### src/rtl/multi_edge_filter_if.sv
`default_nettype none
// +----------------------------------------------------------------------------+
// | Module      : multi_edge_filter_if                                         |
// | Description : Bus bundle between raw control lines and multi_edge_filter.  |
// | Revision    : 1.0 - initial release                                        |
// +----------------------------------------------------------------------------+

interface multi_edge_filter_if #(
  parameter int NUM_CH = 2
);

  logic [NUM_CH-1:0] sig_in;
  logic [NUM_CH-1:0] ch_en;
  logic [NUM_CH-1:0] sticky_clr;
  logic [NUM_CH-1:0] filt_out;
  logic [NUM_CH-1:0] rising_edge;
  logic [NUM_CH-1:0] falling_edge;
  logic [NUM_CH-1:0] edge_sticky;

  modport master (
    output sig_in,
    output ch_en,
    output sticky_clr,
    input  filt_out,
    input  rising_edge,
    input  falling_edge,
    input  edge_sticky
  );

  modport slave (
    input  sig_in,
    input  ch_en,
    input  sticky_clr,
    output filt_out,
    output rising_edge,
    output falling_edge,
    output edge_sticky
  );

endinterface

`default_nettype wire

### src/rtl/multi_edge_filter.sv
`default_nettype none
// +----------------------------------------------------------------------------+
// | Module      : multi_edge_filter                                            |
// | Description : Per-channel synchroniser, glitch filter and edge reporting.  |
// | Revision    : 1.0 - initial release                                        |
// +----------------------------------------------------------------------------+

module multi_edge_filter #(
  parameter int   NUM_CH      = 2,
  parameter int   SYNC_STAGES = 2,
  parameter int   FILTER_LEN  = 4,
  parameter logic RESET_LEVEL = 1'b1
) (
  input  logic              clk,
  input  logic              n_rst,
  multi_edge_filter_if.slave bus
);

  localparam int               CNT_W    = (FILTER_LEN > 1) ? $clog2(FILTER_LEN) : 1;
  localparam logic [CNT_W-1:0] CNT_LAST = CNT_W'(FILTER_LEN - 1);

  for (genvar ch = 0; ch < NUM_CH; ch++) begin : g_ch
    logic [SYNC_STAGES-1:0] sync_q, sync_d;
    logic [CNT_W-1:0]       cnt_q, cnt_d;
    logic                   filt_q, filt_d;
    logic                   rise_q, rise_d;
    logic                   fall_q, fall_d;
    logic                   sticky_q, sticky_d;
    logic                   s;

    assign s = sync_q[SYNC_STAGES-1];

    always_comb begin
      sync_d   = {sync_q[SYNC_STAGES-2:0], bus.sig_in[ch]};
      cnt_d    = cnt_q;
      filt_d   = filt_q;
      rise_d   = 1'b0;
      fall_d   = 1'b0;
      // A pulse in flight outranks a simultaneous clear so no edge is lost.
      sticky_d = (sticky_q & ~bus.sticky_clr[ch]) | rise_q | fall_q;

      if (!bus.ch_en[ch] || (s == filt_q)) begin
        cnt_d = '0;
      end else if (cnt_q == CNT_LAST) begin
        filt_d = s;
        rise_d = s;
        fall_d = ~s;
        cnt_d  = '0;
      end else begin
        cnt_d = cnt_q + 1'b1;
      end
    end

    always_ff @(posedge clk) begin
      if (!n_rst) begin
        sync_q   <= {SYNC_STAGES{RESET_LEVEL}};
        cnt_q    <= '0;
        filt_q   <= RESET_LEVEL;
        rise_q   <= 1'b0;
        fall_q   <= 1'b0;
        sticky_q <= 1'b0;
      end else begin
        sync_q   <= sync_d;
        cnt_q    <= cnt_d;
        filt_q   <= filt_d;
        rise_q   <= rise_d;
        fall_q   <= fall_d;
        sticky_q <= sticky_d;
      end
    end

    assign bus.filt_out[ch]     = filt_q;
    assign bus.rising_edge[ch]  = rise_q;
    assign bus.falling_edge[ch] = fall_q;
    assign bus.edge_sticky[ch]  = sticky_q;
  end

endmodule

`default_nettype wire

### src/flat_wrapper.sv
// flat-port wrapper written by rule: the top's interface ports become plain ports
module multi_edge_filter_flat 
#(
  parameter int   NUM_CH      = 2,
  parameter int   SYNC_STAGES = 2,
  parameter int   FILTER_LEN  = 4,
  parameter logic RESET_LEVEL = 1'b1
)
  (clk, n_rst, bus_sig_in, bus_ch_en, bus_sticky_clr, bus_filt_out, bus_rising_edge, bus_falling_edge, bus_edge_sticky);
  multi_edge_filter_if #(.NUM_CH(NUM_CH)) bus_i ();
  input  logic clk;
  input  logic n_rst;
  input wire logic [$bits(bus_i.sig_in)-1:0] bus_sig_in;
  input wire logic [$bits(bus_i.ch_en)-1:0] bus_ch_en;
  input wire logic [$bits(bus_i.sticky_clr)-1:0] bus_sticky_clr;
  output wire logic [$bits(bus_i.filt_out)-1:0] bus_filt_out;
  output wire logic [$bits(bus_i.rising_edge)-1:0] bus_rising_edge;
  output wire logic [$bits(bus_i.falling_edge)-1:0] bus_falling_edge;
  output wire logic [$bits(bus_i.edge_sticky)-1:0] bus_edge_sticky;
  assign bus_i.sig_in = bus_sig_in;
  assign bus_i.ch_en = bus_ch_en;
  assign bus_i.sticky_clr = bus_sticky_clr;
  assign bus_filt_out = bus_i.filt_out;
  assign bus_rising_edge = bus_i.rising_edge;
  assign bus_falling_edge = bus_i.falling_edge;
  assign bus_edge_sticky = bus_i.edge_sticky;
  multi_edge_filter #(.NUM_CH(NUM_CH), .SYNC_STAGES(SYNC_STAGES), .FILTER_LEN(FILTER_LEN), .RESET_LEVEL(RESET_LEVEL)) u_core (.clk(clk), .n_rst(n_rst), .bus(bus_i));
endmodule
### config.mk
export PLATFORM = sky130hd
export DESIGN_NAME = multi_edge_filter_flat
export DESIGN_NICKNAME = d
export VERILOG_FILES = /design/src/rtl/multi_edge_filter_if.sv /design/src/rtl/multi_edge_filter.sv /design/src/flat_wrapper.sv
export SDC_FILE = /design/constraint.sdc
export NUM_CORES = 1
export LEC_CHECK = 0
export BUFFER_PORTS_ARGS = -buffer_cell sky130_fd_sc_hd__buf_4
export CELL_PAD_IN_SITES_DETAIL_PLACEMENT = 1
export CELL_PAD_IN_SITES_GLOBAL_PLACEMENT = 2
export CORE_MARGIN = 5
export CORE_UTILIZATION = 30
export CTS_CLUSTER_DIAMETER = 30
export DETAILED_ROUTE_END_ITERATION = 10
export HOLD_SLACK_MARGIN = 0.1
export PLACE_DENSITY = 0.74
export SLEW_MARGIN = 0
export SYNTH_ARGS = -nofsm -noshare
export SYNTH_HDL_FRONTEND = slang
export SYNTH_SLANG_ARGS = --single-unit
### constraint.sdc
create_clock -name clk -period 1.2 [get_ports clk]
set_clock_uncertainty 0.1 [all_clocks]
set_input_delay 0.18 -clock clk [delete_from_list [all_inputs] [get_ports clk]]
set_output_delay 0.18 -clock clk [all_outputs]
set_load 0.1 [all_outputs]
=== Word level (Yosys, flattened, before mapping) ===
Index checks and enable logic that the tools add are counted.

* Input port bits: 8
* Register bits after elaboration: 16
* Word-level logic and storage cells: 43
* Output and inout port bits: 8

* Bitwise operators: 15
* Equal/unequal tests: 4
* $add $sub $neg: 2
* Reduce and logical (&&, ||, !) cells: 10

{| class="wikitable"
|+ Operators by type and width
! cell !! count
|-
| 3-bit OR reduction || 4
|-
| 1-bit NOT || 9
|-
| 2-bit by 1-bit adder with 2-bit output (second input constant) || 2
|-
| 2-bit equality test (second input constant) || 2
|-
| 1-bit bitwise OR || 4
|-
| 2-bit AND reduction || 2
|-
| 1-bit AND || 2
|-
| 1-bit equality test || 2
|-
| 1-bit zero test || 2
|-
| 1-bit logical OR || 2
|}

=== Depth between registers and ports, before layout ===
Gate-level depths: netlist of run 1.

* Depth in word-level cells: 4
* Depth in mapped cells: 3
* Depth with buffers taken out: 3

=== Least setup slack after synthesis of run 1 ===
No wires, ideal clock.

* Kind: flip-flop to flip-flop
* Start point: register u_core.g_ch[0].cnt_q[0]
* End point: register u_core.g_ch[0].filt_q
* Library setup time: 0.074 ns
* Path buffers: 0
* Path slack: 0.199 ns
* Required time: 1.026 ns
* Stages on the path, launching flop included: 4
* Arrival time: 0.827 ns
* Cell sequence: dfxtp_1 -> ha_1 -> and3b_1 -> o21ai_0

* Word-level cells in the longest chain between the ends: 2

{| class="wikitable"
|+ RTL lines
! what !! line !! RTL
|-
| start, declared || multi_edge_filter.sv:24 || <nowiki>logic [CNT_W-1:0] cnt_q, cnt_d;</nowiki>
|-
| start signal, assigned || multi_edge_filter.sv:64 || <nowiki>cnt_q <= cnt_d;</nowiki>
|-
| 2-bit equality test || multi_edge_filter.sv:44 || <nowiki>end else if (cnt_q == CNT_LAST) begin</nowiki>
|-
| 2-bit AND reduction (no source line) || - ||
|-
| end signal, assigned || multi_edge_filter.sv:65 || <nowiki>filt_q <= filt_d;</nowiki>
|-
| end, declared || multi_edge_filter.sv:25 || <nowiki>logic filt_q, filt_d;</nowiki>
|}

Every way passes these cells.
A chain may end at the register's enable or synchronous reset.

=== Worst setup path after layout of run 1 ===
* Start point: register u_core.g_ch[0].filt_q
* End point: output port bus_filt_out[0]

{| class="wikitable"
|+ RTL lines
! what !! line !! RTL
|-
| end, declared || flat_wrapper.sv:16 || <nowiki>output wire logic [$bits(bus_i.filt_out)-1:0] bus_filt_out;</nowiki>
|}

No word-level cell between the ends.

==> results.ini, run 1 <==
[floorplanning]
die_x_um = 55.21
die_h_um = 55.21
core.rowCount = 16
die_area_um2 = 3048
core_region_area_um2 = 1962
start_util = 0.3125
ioPinCount = 16

[worst_setup_path]
critPathLaunch = u_core.g_ch[0].filt_q$_SDFFE_PN1P_
crit_buf_inv = 1
critPathMaxStageDelay_ps = 400
worstPathCellList = buf_12
crit_path_top_delay_cell = dfxtp_2
crit_required_ps = 920
end_kind = output pin
cp_max_fo = 5
path_class = flip-flop to output pin
r2r-start = u_core.g_ch[0].cnt_q[0]$_SDFF_PP0_
critPathLaunchType = flip-flop
crit_arrival_ps = 870
cp_top_family = flip-flops

[sta]
grt_setup_unrepaired = false
setup_tns_ps = 0
finalCriticalPeriod_ps = 1151
report.final.slew_viol_count = 0
setup_viol = 0
worst_slew_pin_slew_ps = 278.5
min_period_over_period = 0.9591
timing.fmax_mhz = 868.9
hold_violations = 0
slew_headroom = 0.8130

[final_layout]
area_growth_pct = 34.49
mostFrequentLayoutCells = 14 x dfxtp_1, 6 x buf_4, 6 x buf_6
drive_above_1_share = 0.3333
diodes = 0
final_nets = 81
final_common_cell = dfxtp_1
final_core_util = 0.4203

[power_and_ir_drop]
power_frac_clock = 0.315
power_density_nw_per_um2 = 1057
power_mw = 0.8713
pwr-share-comb = 0.063
switchingPower_mw = 0.1824
leakagePower_nw = 0.3333
p_int_mw = 0.6889
ir_drop_uv = 444.6
p_seq_frac = 0.622
p_sw_frac = 0.2094

[global_route]
grt_pass1_wl_mm = 1.869
antenna_found_initial = 0
grt_use_total = 0.07722
grt_pass1_vias = 443
grt_max_degree = 13
grt_overflow_total = 0

[hold_path]
hp-start = bus_sticky_clr[1]
min_path_type = input pin to flip-flop

[clock_network]
cts.clk_slew.worst_paths_ps = 90
clock_latency_ps = 280
htree_num_levels = 1
clockBufferDepth = 2
numCtsBuffers = 3
clock_sinks = 16
cts_tree = done
post_cts_buffers = 0
cts-root-buf = clkbuf_4

[routing]
drtIter0Drc = 7
num_vias = 427
wl_per_cell_um = 11.26
drt-pass1-iter-count = 2
drtAntennaViolNets = 0
viasPerCell = 4.448
wirelength_mm = 1.081
drc_errors = 0

[logic_synthesis]
synthDistinctLibCells = 15
yosysWarnings = 0
ys_seq_area_frac = 0.5224
syn_nets = 65
ys_ff_latch = 16
syn_area_um2 = 613.1
syn_avg_cell_area_um2 = 11.15
synthCells = 55

[placed_design]
io_buffers = 15
dp_hpwl_um = 797.7
gp_congestion = 0.6670

[run_status]
status = complete, no violations

[flow_run]
max_cap_violations = 0

-- path summary, 6_finish.rpt --
check / endpoint / slack (ps) / cells past startpoint
min: u_core.g_ch[1].sticky_q$_SDFF_PN0_ / 150 / 3
max reg2reg: u_core.g_ch[0].rise_q$_SDFF_PP0_ / 120 / 3
min reg2reg: u_core.g_ch[1].sync_q[1]$_SDFF_PN1_ / 310 / 1
max: bus_filt_out[0] / 50 / 1
-- synth_stat cells --
cell type	n	area, um2
a21oi_1	2	10.01
and3b_1	2	17.52
buf_4	9	67.56
dfxtp_1	16	320.3
ha_1	2	25.02
nand2_1	2	7.510
nand2b_1	4	25.02
nand3_1	2	10.01
nor2b_1	2	12.51
nor3b_1	4	30.03
nor4_1	2	12.51
nor4b_2	2	30.03
o21ai_0	2	10.01
o31a_1	2	17.52
xnor2_1	2	17.52
-- power groups by stage --
| stage | Combinational [mW] | Sequential (mW) | Clock [mW] |
|---|---|---|---|
| finish | 0.0549 | 0.542 | 0.275 |
| global route | 0.0591 | 0.543 | 0.313 |
| CTS | 0.0534 | 0.542 | 0.290 |
| detailed placement | 0.0406 | 0.555 | 0 |
| global placement | 0.0392 | 0.554 | 0 |
| floorplan | 0.0183 | 0.553 | 0 |
-- registers in the layout, summed over array words and instances (netlist names) --
register / flops
u_core.g_ch.cnt_q: 4
u_core.g_ch.sticky_q: 2
u_core.g_ch.sync_q: 4
u_core.g_ch.rise_q: 2
u_core.g_ch.fall_q: 2
u_core.g_ch.filt_q: 2
-- metrics by stage --
stage / instances / area [um2] / worst slack, ps / hold WS, ps
final: 96 / 824.5 / 49.09 / 146.1
after global routing: 96 / 824.5 / 2.564 / 161.1
after CTS: 96 / 800.8 / 6.045 / 140.4
after detailed placement: 88 / 691.9 / 87.89 / 267.6
after global placement: 88 / 691.9 / 147.4 / 263.7
after floorplan: 55 / 613.1 / 198.9 / 181.5
-- per-layer routing --
metal | share of wire | track usage
met4 | 0.011 | 0.06250
met1 | 0.43 | 0.08628
met5 | 0 | 0
met3 | 0.079 | 0.03263
met2 | 0.48 | 0.1132
-- layout make-up --
cell class,count,area [um2]
Multi-Input combinational cell,30,227.7
Sequential cell,16,322.8
Clock buffer,3,22.52
Fill cell,238,1137
Tap cell,27,33.78
Timing Repair Buffer,20,217.7
-- timing repair --
action / CTS / global route
endpoints found under the hold margin: 15 / 0
gates resized for setup: 11 / 6
hold buffers: 5 / 0
setup endpoints to repair: 7 / 7
-- cell families (layout without fill, tap and decap cells) --
| kind of cell | count (synthesis) | after routing | synth area share |
|---|---|---|---|
| and+or+nand+nor | 20 | 20 | 0.2367 |
| AOI/OAI and AO/OA | 6 | 6 | 0.06123 |
| adders and majority gates | 2 | 2 | 0.04081 |
| buffers and inverters | 9 | 23 | 0.1102 |
| DFF | 16 | 16 | 0.5225 |
| xor gates and xnor gates | 2 | 2 | 0.02858 |
(Power assumes the default switching activity.)
==> run 2: changes to the inputs <==
CORE_MARGIN = unset   (was 5)
MAX_ROUTING_LAYER = met4   (was unset)
PLACE_DENSITY = 0.84   (was 0.74)
==> results.ini, run 2 (synthesized netlist as in run 1, its figures left out) <==
[sta]
worst_slack_ps = 46.13
setup_tns_ps = 0
slew_headroom = 0.8268
setup_viol = 0
report.final.slew_viol_count = 0
timing.fmax_mhz = 866.6
min_period_over_period = 0.9616
worst_slew_pin_slew_ps = 257.4
hold_violations = 0
grt_setup_unrepaired = false
finalCriticalPeriod_ps = 1154

[hold_path]
hp-start = bus_sticky_clr[1]
min_path_type = input pin to flip-flop
min_path_cells = 3
worstHoldEndpoint = u_core.g_ch[1].sticky_q$_SDFF_PN0_

[final_layout]
area_growth_pct = 35.51
nFillCells = 211
final_common_cell = dfxtp_1
top_regs = u_core.g_ch.cnt_q (4), u_core.g_ch.sync_q (4)
diodes = 0
drive_above_1_share = 0.3571
mostFrequentLayoutCells = 14 x dfxtp_1, 7 x buf_4, 6 x buf_6
final_nets = 81

[flow_run]
max_cap_violations = 0

[floorplanning]
die_x_um = 47.21
ioPinCount = 16
die_h_um = 47.21
core_region_area_um2 = 1821
start_util = 0.3368
core.rowCount = 15
die_area_um2 = 2228

[power_and_ir_drop]
p_seq_frac = 0.575
power_frac_clock = 0.368
ir_drop_uv = 509.1
p_sw_frac = 0.1977
pwr-share-comb = 0.056
switchingPower_mw = 0.1863
leakagePower_nw = 0.3351
p_int_mw = 0.7560
power_density_nw_per_um2 = 1134

[run_status]
status = complete, no violations

[clock_network]
clock_latency_ps = 280
numCtsBuffers = 3
cts_tree = done
cts.clk_slew.worst_paths_ps = 90
htree_num_levels = 1
cts-root-buf = clkbuf_4
clockBufferDepth = 2
clock_sinks = 16
post_cts_buffers = 0

[global_route]
grt_overflow_total = 0
grt_pass1_vias = 395
grt_max_degree = 13
grt_use_total = 0.1144
antenna_found_initial = 0
grt_pass1_wl_mm = 1.614

[placed_design]
dp_hpwl_um = 719.8
io_buffers = 15
dpl_worst_slack_ps = 108.6
gp_congestion = 0.6421

[worst_setup_path]
r2r-start = u_core.g_ch[1].cnt_q[0]$_SDFF_PP0_
r2r-end = u_core.g_ch[1].rise_q$_SDFF_PP0_
cp_max_fo = 5
crit_required_ps = 920
crit_arrival_ps = 870
crit_buf_inv = 1
cp_top_family = flip-flops
rr_worst_depth = 3
regToRegSetupSlack_ps = 130
path_class = flip-flop to output pin
critPathMaxStageDelay_ps = 400
end_kind = output pin
crit_path_top_delay_cell = dfxtp_2
critPathLaunchType = flip-flop
worstPathCellList = buf_12

[routing]
viasPerCell = 4.463
wirelength_mm = 1.056
drt-pass1-iter-count = 2
num_vias = 424
wl_per_cell_um = 11.12
drc_errors = 0
drtAntennaViolNets = 0
drtIter0Drc = 2

==> run 2: power by group through the flow <==
stage	Sequential, mW	Combinational [mW]	Clock (mW)
after global placement	0.554	0.0389	0
after detailed placement	0.555	0.0400	0
after CTS	0.542	0.0528	0.369
final	0.542	0.0532	0.347
after global routing	0.543	0.0582	0.386
after floorplan	0.553	0.0183	0
==> run 2: cell type report <==
type                       instances  area, um2  share of cell area
clock buffer                       4      36.28             0.04367
sequential                        16      322.8              0.3886
multi-input combinational         30      230.2              0.2771
tap                               25      31.28             0.03765
timing repair buffer              20      210.2              0.2530
==> run 2: timing repair <==
| action | in CTS | in global routing |
|---|---|---|
| hold buffers | 5 | 0 |
| gates cloned | 0 | 0 |
| endpoints found under the hold margin | 16 | 0 |
| resized for setup | 11 | 5 |
| endpoints found under the setup margin | 7 | 7 |
==> run 2: per-layer routing <==
layer  vias to the layer above  track usage  wire length [um]
met5                         -            -                 0
met4                         0      0.06857                14
met3                         2      0.03462                49
met2                        14       0.1833               529
met1                       193       0.1235               462
li1                        215            -                 -
==> run 2: worst max path at each step <==
stage,from,to,cells after the start
floorplan,u_core.g_ch[0].cnt_q[0]$_SDFF_PP0_,u_core.g_ch[0].filt_q$_SDFFE_PN1P_,3
global placement,u_core.g_ch[1].cnt_q[0]$_SDFF_PP0_,u_core.g_ch[1].rise_q$_SDFF_PP0_,3
detailed placement,u_core.g_ch[1].cnt_q[0]$_SDFF_PP0_,u_core.g_ch[1].cnt_q[0]$_SDFF_PP0_,2
CTS,u_core.g_ch[0].sticky_q$_SDFF_PN0_,bus_edge_sticky[0],1
global route,u_core.g_ch[0].filt_q$_SDFFE_PN1P_,bus_filt_out[0],1
finish,u_core.g_ch[1].filt_q$_SDFFE_PN1P_,bus_filt_out[1],1
==> run 2: metrics by stage <==
stage	utilization	instance area (um2)	hold slack (ps)	std cells	total power [mW]
6_report	0.4564	830.8	152.8	95	0.9423
5_1_grt	0.4564	830.8	161.6	95	0.9874
4_1_cts	0.4460	812.0	143.5	95	0.9644
3_5_place_dp	0.3787	689.4	267.1	86	0.5947
3_3_place_gp	0.3787	689.4	264.9	86	0.5930
2_1_floorplan	-	613.1	181.5	55	0.5717
==> run 3: changes to the inputs <==
ABC_AREA = 1   (was unset)
CORE_UTILIZATION = 28   (was 30)
==> results.ini, run 3 <==
[sta]
min_period_over_period = 0.9582
hold_violations = 0
report.final.slew_viol_count = 0
worst_slew_pin_slew_ps = 187.0
worst_slack_ps = 50.20
setup_viol = 0
slew_headroom = 0.8740
timing.fmax_mhz = 869.7
setup_tns_ps = 0
finalCriticalPeriod_ps = 1150
grt_setup_unrepaired = false

[floorplanning]
ioPinCount = 16
die_h_um = 49.41
core_region_area_um2 = 2042
start_util = 0.3082
core.rowCount = 16
die_area_um2 = 2441
die_x_um = 49.41

[logic_synthesis]
synth_ff_type = dfxtp_1
ys_ff_latch = 16
ys_top_cells_by_count = 16 x dfxtp_1, 12 x inv_1, 8 x buf_4, 8 x nand2_1, 7 x nor2_1
ys_async_sr_fraction = 0
synth-edff-count = 0
ys_seq_area_frac = 0.5089
synth_mux_area_frac = 0
synth-adder-area-share = 0.03976
synth_area_leader_cell = dfxtp_1
synth_area_leaders = dfxtp_1 51%, buf_4 9.5%, inv_1 7.2%, nand2_1 4.8%, nor2_1 4.2%
yosysMostFrequentCell = dfxtp_1
synth_compound_area_frac = 0.04573
synthCells = 73
syn_nets = 83
yosysWarnings = 0
syn_avg_cell_area_um2 = 8.621
synthDistinctLibCells = 16
synth_top_area_frac = 0.5089
synth_top_family_by_area = simple AND/OR/NAND/NOR gates
yosys.area_share.simple = 0.2266
syn_area_um2 = 629.4
synth-xor-area-share = 0

[worst_setup_path]
crit_cells = 1
regToRegSetupSlack_ps = 150
crit_end = bus_edge_sticky[0]
critPathLaunchType = flip-flop
worstPathCellList = buf_6
r2r-start = u_core.g_ch[1].cnt_q[0]$_SDFF_PP0_
crit_arrival_ps = 870
cp_max_fo = 2
critPathMaxStageDelay_ps = 360
rr_worst_depth = 4
r2r-end = u_core.g_ch[1].filt_q$_SDFFE_PN1P_
end_kind = output pin
crit_required_ps = 920
crit_path_top_delay_cell = dfxtp_1
critPathLaunch = u_core.g_ch[0].sticky_q$_SDFF_PN0_
crit_buf_inv = 1
path_class = flip-flop to output pin
cp_top_family = flip-flops

[final_layout]
nFillCells = 247
instances_no_fill = 118
diodes = 0
final_common_cell = dfxtp_1
multiInputGateArea_um2 = 198.9
layout.area.seq_um2 = 322.8
top_regs = u_core.g_ch.cnt_q (4), u_core.g_ch.sync_q (4)
final_nets = 102
mostFrequentLayoutCells = 14 x dfxtp_1, 11 x inv_1, 8 x nand2_1
drive_above_1_share = 0.3626
area_growth_pct = 40.16

[clock_network]
cts_tree = done
htree_num_levels = 1
clock_latency_ps = 280
clock_sinks = 16
clockBufferDepth = 2
cts.clk_slew.worst_paths_ps = 100
numCtsBuffers = 3
cts-root-buf = clkbuf_4

[routing]
wirelength_mm = 1.062
viasPerCell = 4.186
wl_per_cell_um = 9.000
drc_errors = 0
drtAntennaViolNets = 0
drt-pass1-iter-count = 2
num_vias = 494
drtIter0Drc = 6

[power_and_ir_drop]
ir_drop_uv = 608.9
leakagePower_nw = 0.4448
power_mw = 0.9555
power_density_nw_per_um2 = 1083

[global_route]
grt_pass1_vias = 482
grt_max_degree = 10
grt_use_total = 0.1042
grt_overflow_total = 0
antenna_found_initial = 0
grtUsageMet1 = 0.1098
grt_pass1_wl_mm = 1.863
use_met3 = 0.03738
grt.busiest_layer = met2
grt_use_met2 = 0.1758

[placed_design]
io_buffers = 15
dp_hpwl_um = 785
dp.cells = 107
gp_congestion = 0.6309
dpl_worst_slack_ps = 164.8

[run_status]
status = complete, no violations

[flow_run]
max_cap_violations = 0

[hold_path]
min_path_type = input pin to flip-flop

## run 3: cell count changes after synthesis, moves of 4 or more
cell,change
nand2b_1,-4
nand2_1,+6
nand4_1,+4
nor2_1,+7
or2_2,+4
inv_1,+12
nor3b_1,-4
## run 3: cells by family (layout without fill, tap and decap cells)
group | count (synthesis) | count (layout)
flops | 16 | 16
buf+inv | 22 | 40
compound gates | 5 | 5
simple gates | 28 | 28
fa+ha+maj | 2 | 2
## run 3: worst min path at each step
| stage | startpoint | to | depth (start not counted) |
|---|---|---|---|
| finish | bus_ch_en[1] | u_core.g_ch[1].cnt_q[1]$_SDFF_PP0_ | 5 |
| global route | bus_ch_en[1] | u_core.g_ch[1].cnt_q[1]$_SDFF_PP0_ | 5 |
| CTS | bus_ch_en[1] | u_core.g_ch[1].rise_q$_SDFF_PP0_ | 5 |
| detailed placement | bus_sig_in[1] | u_core.g_ch[1].sync_q[0]$_SDFF_PN1_ | 2 |
| global placement | bus_sig_in[0] | u_core.g_ch[0].sync_q[0]$_SDFF_PN1_ | 2 |
| floorplan | n_rst | u_core.g_ch[0].filt_q$_SDFFE_PN1P_ | 1 |
## run 3: repair_timing
item,in CTS,in global routing
endpoints found under the setup margin,4,7
pin swaps,0,3
buffers inserted,0,1
gates resized for setup,10,8
hold buffers,6,0
cloned,0,0
hold endpoints to repair,7,0
## run 3: layout make-up
| class | instances | area share |
|---|---|---|
| Clock buffer | 4 | 0.04113 |
| Inverter | 14 | 0.06383 |
| Multi-Input combinational cell | 35 | 0.2255 |
| Sequential cell | 16 | 0.3660 |
| Tap cell | 27 | 0.03830 |
| Timing Repair Buffer | 22 | 0.2652 |
## run 3: report_power, final
group	switching (mW)	internal [mW]	leakage [nW]
Clock	0.166	0.184	0.0210
Sequential	0.00400	0.538	0.129
Combinational	0.0236	0.0396	0.295
Total	0.194	0.762	0.445
## run 3: routing by layer
metal / part of all wire / wire, um / vias to the layer above
met5: 0 / 0 / -
met2: 0.50 / 529 / 15
met3: 0.052 / 55 / 2
li1: - / - / 254
met1: 0.44 / 469 / 223
met4: 0.0075 / 8 / 0
## run 3: per-stage QoR
step	utilization	hold slack, ps	instance area, um2
after floorplan	-	164.1	629.4
after global placement	0.3505	268.6	715.7
after detailed placement	0.3505	270.9	715.7
after CTS	0.4148	167.7	847.1
after global routing	0.4320	185.7	882.1
final	0.4320	178.6	882.1
## run 3: worst min-delay path, cell delays in order
cell and delay [ps]:
buf_4 110, nand2_1 60, inv_2 40, nand3_1 90
nor2_1 40
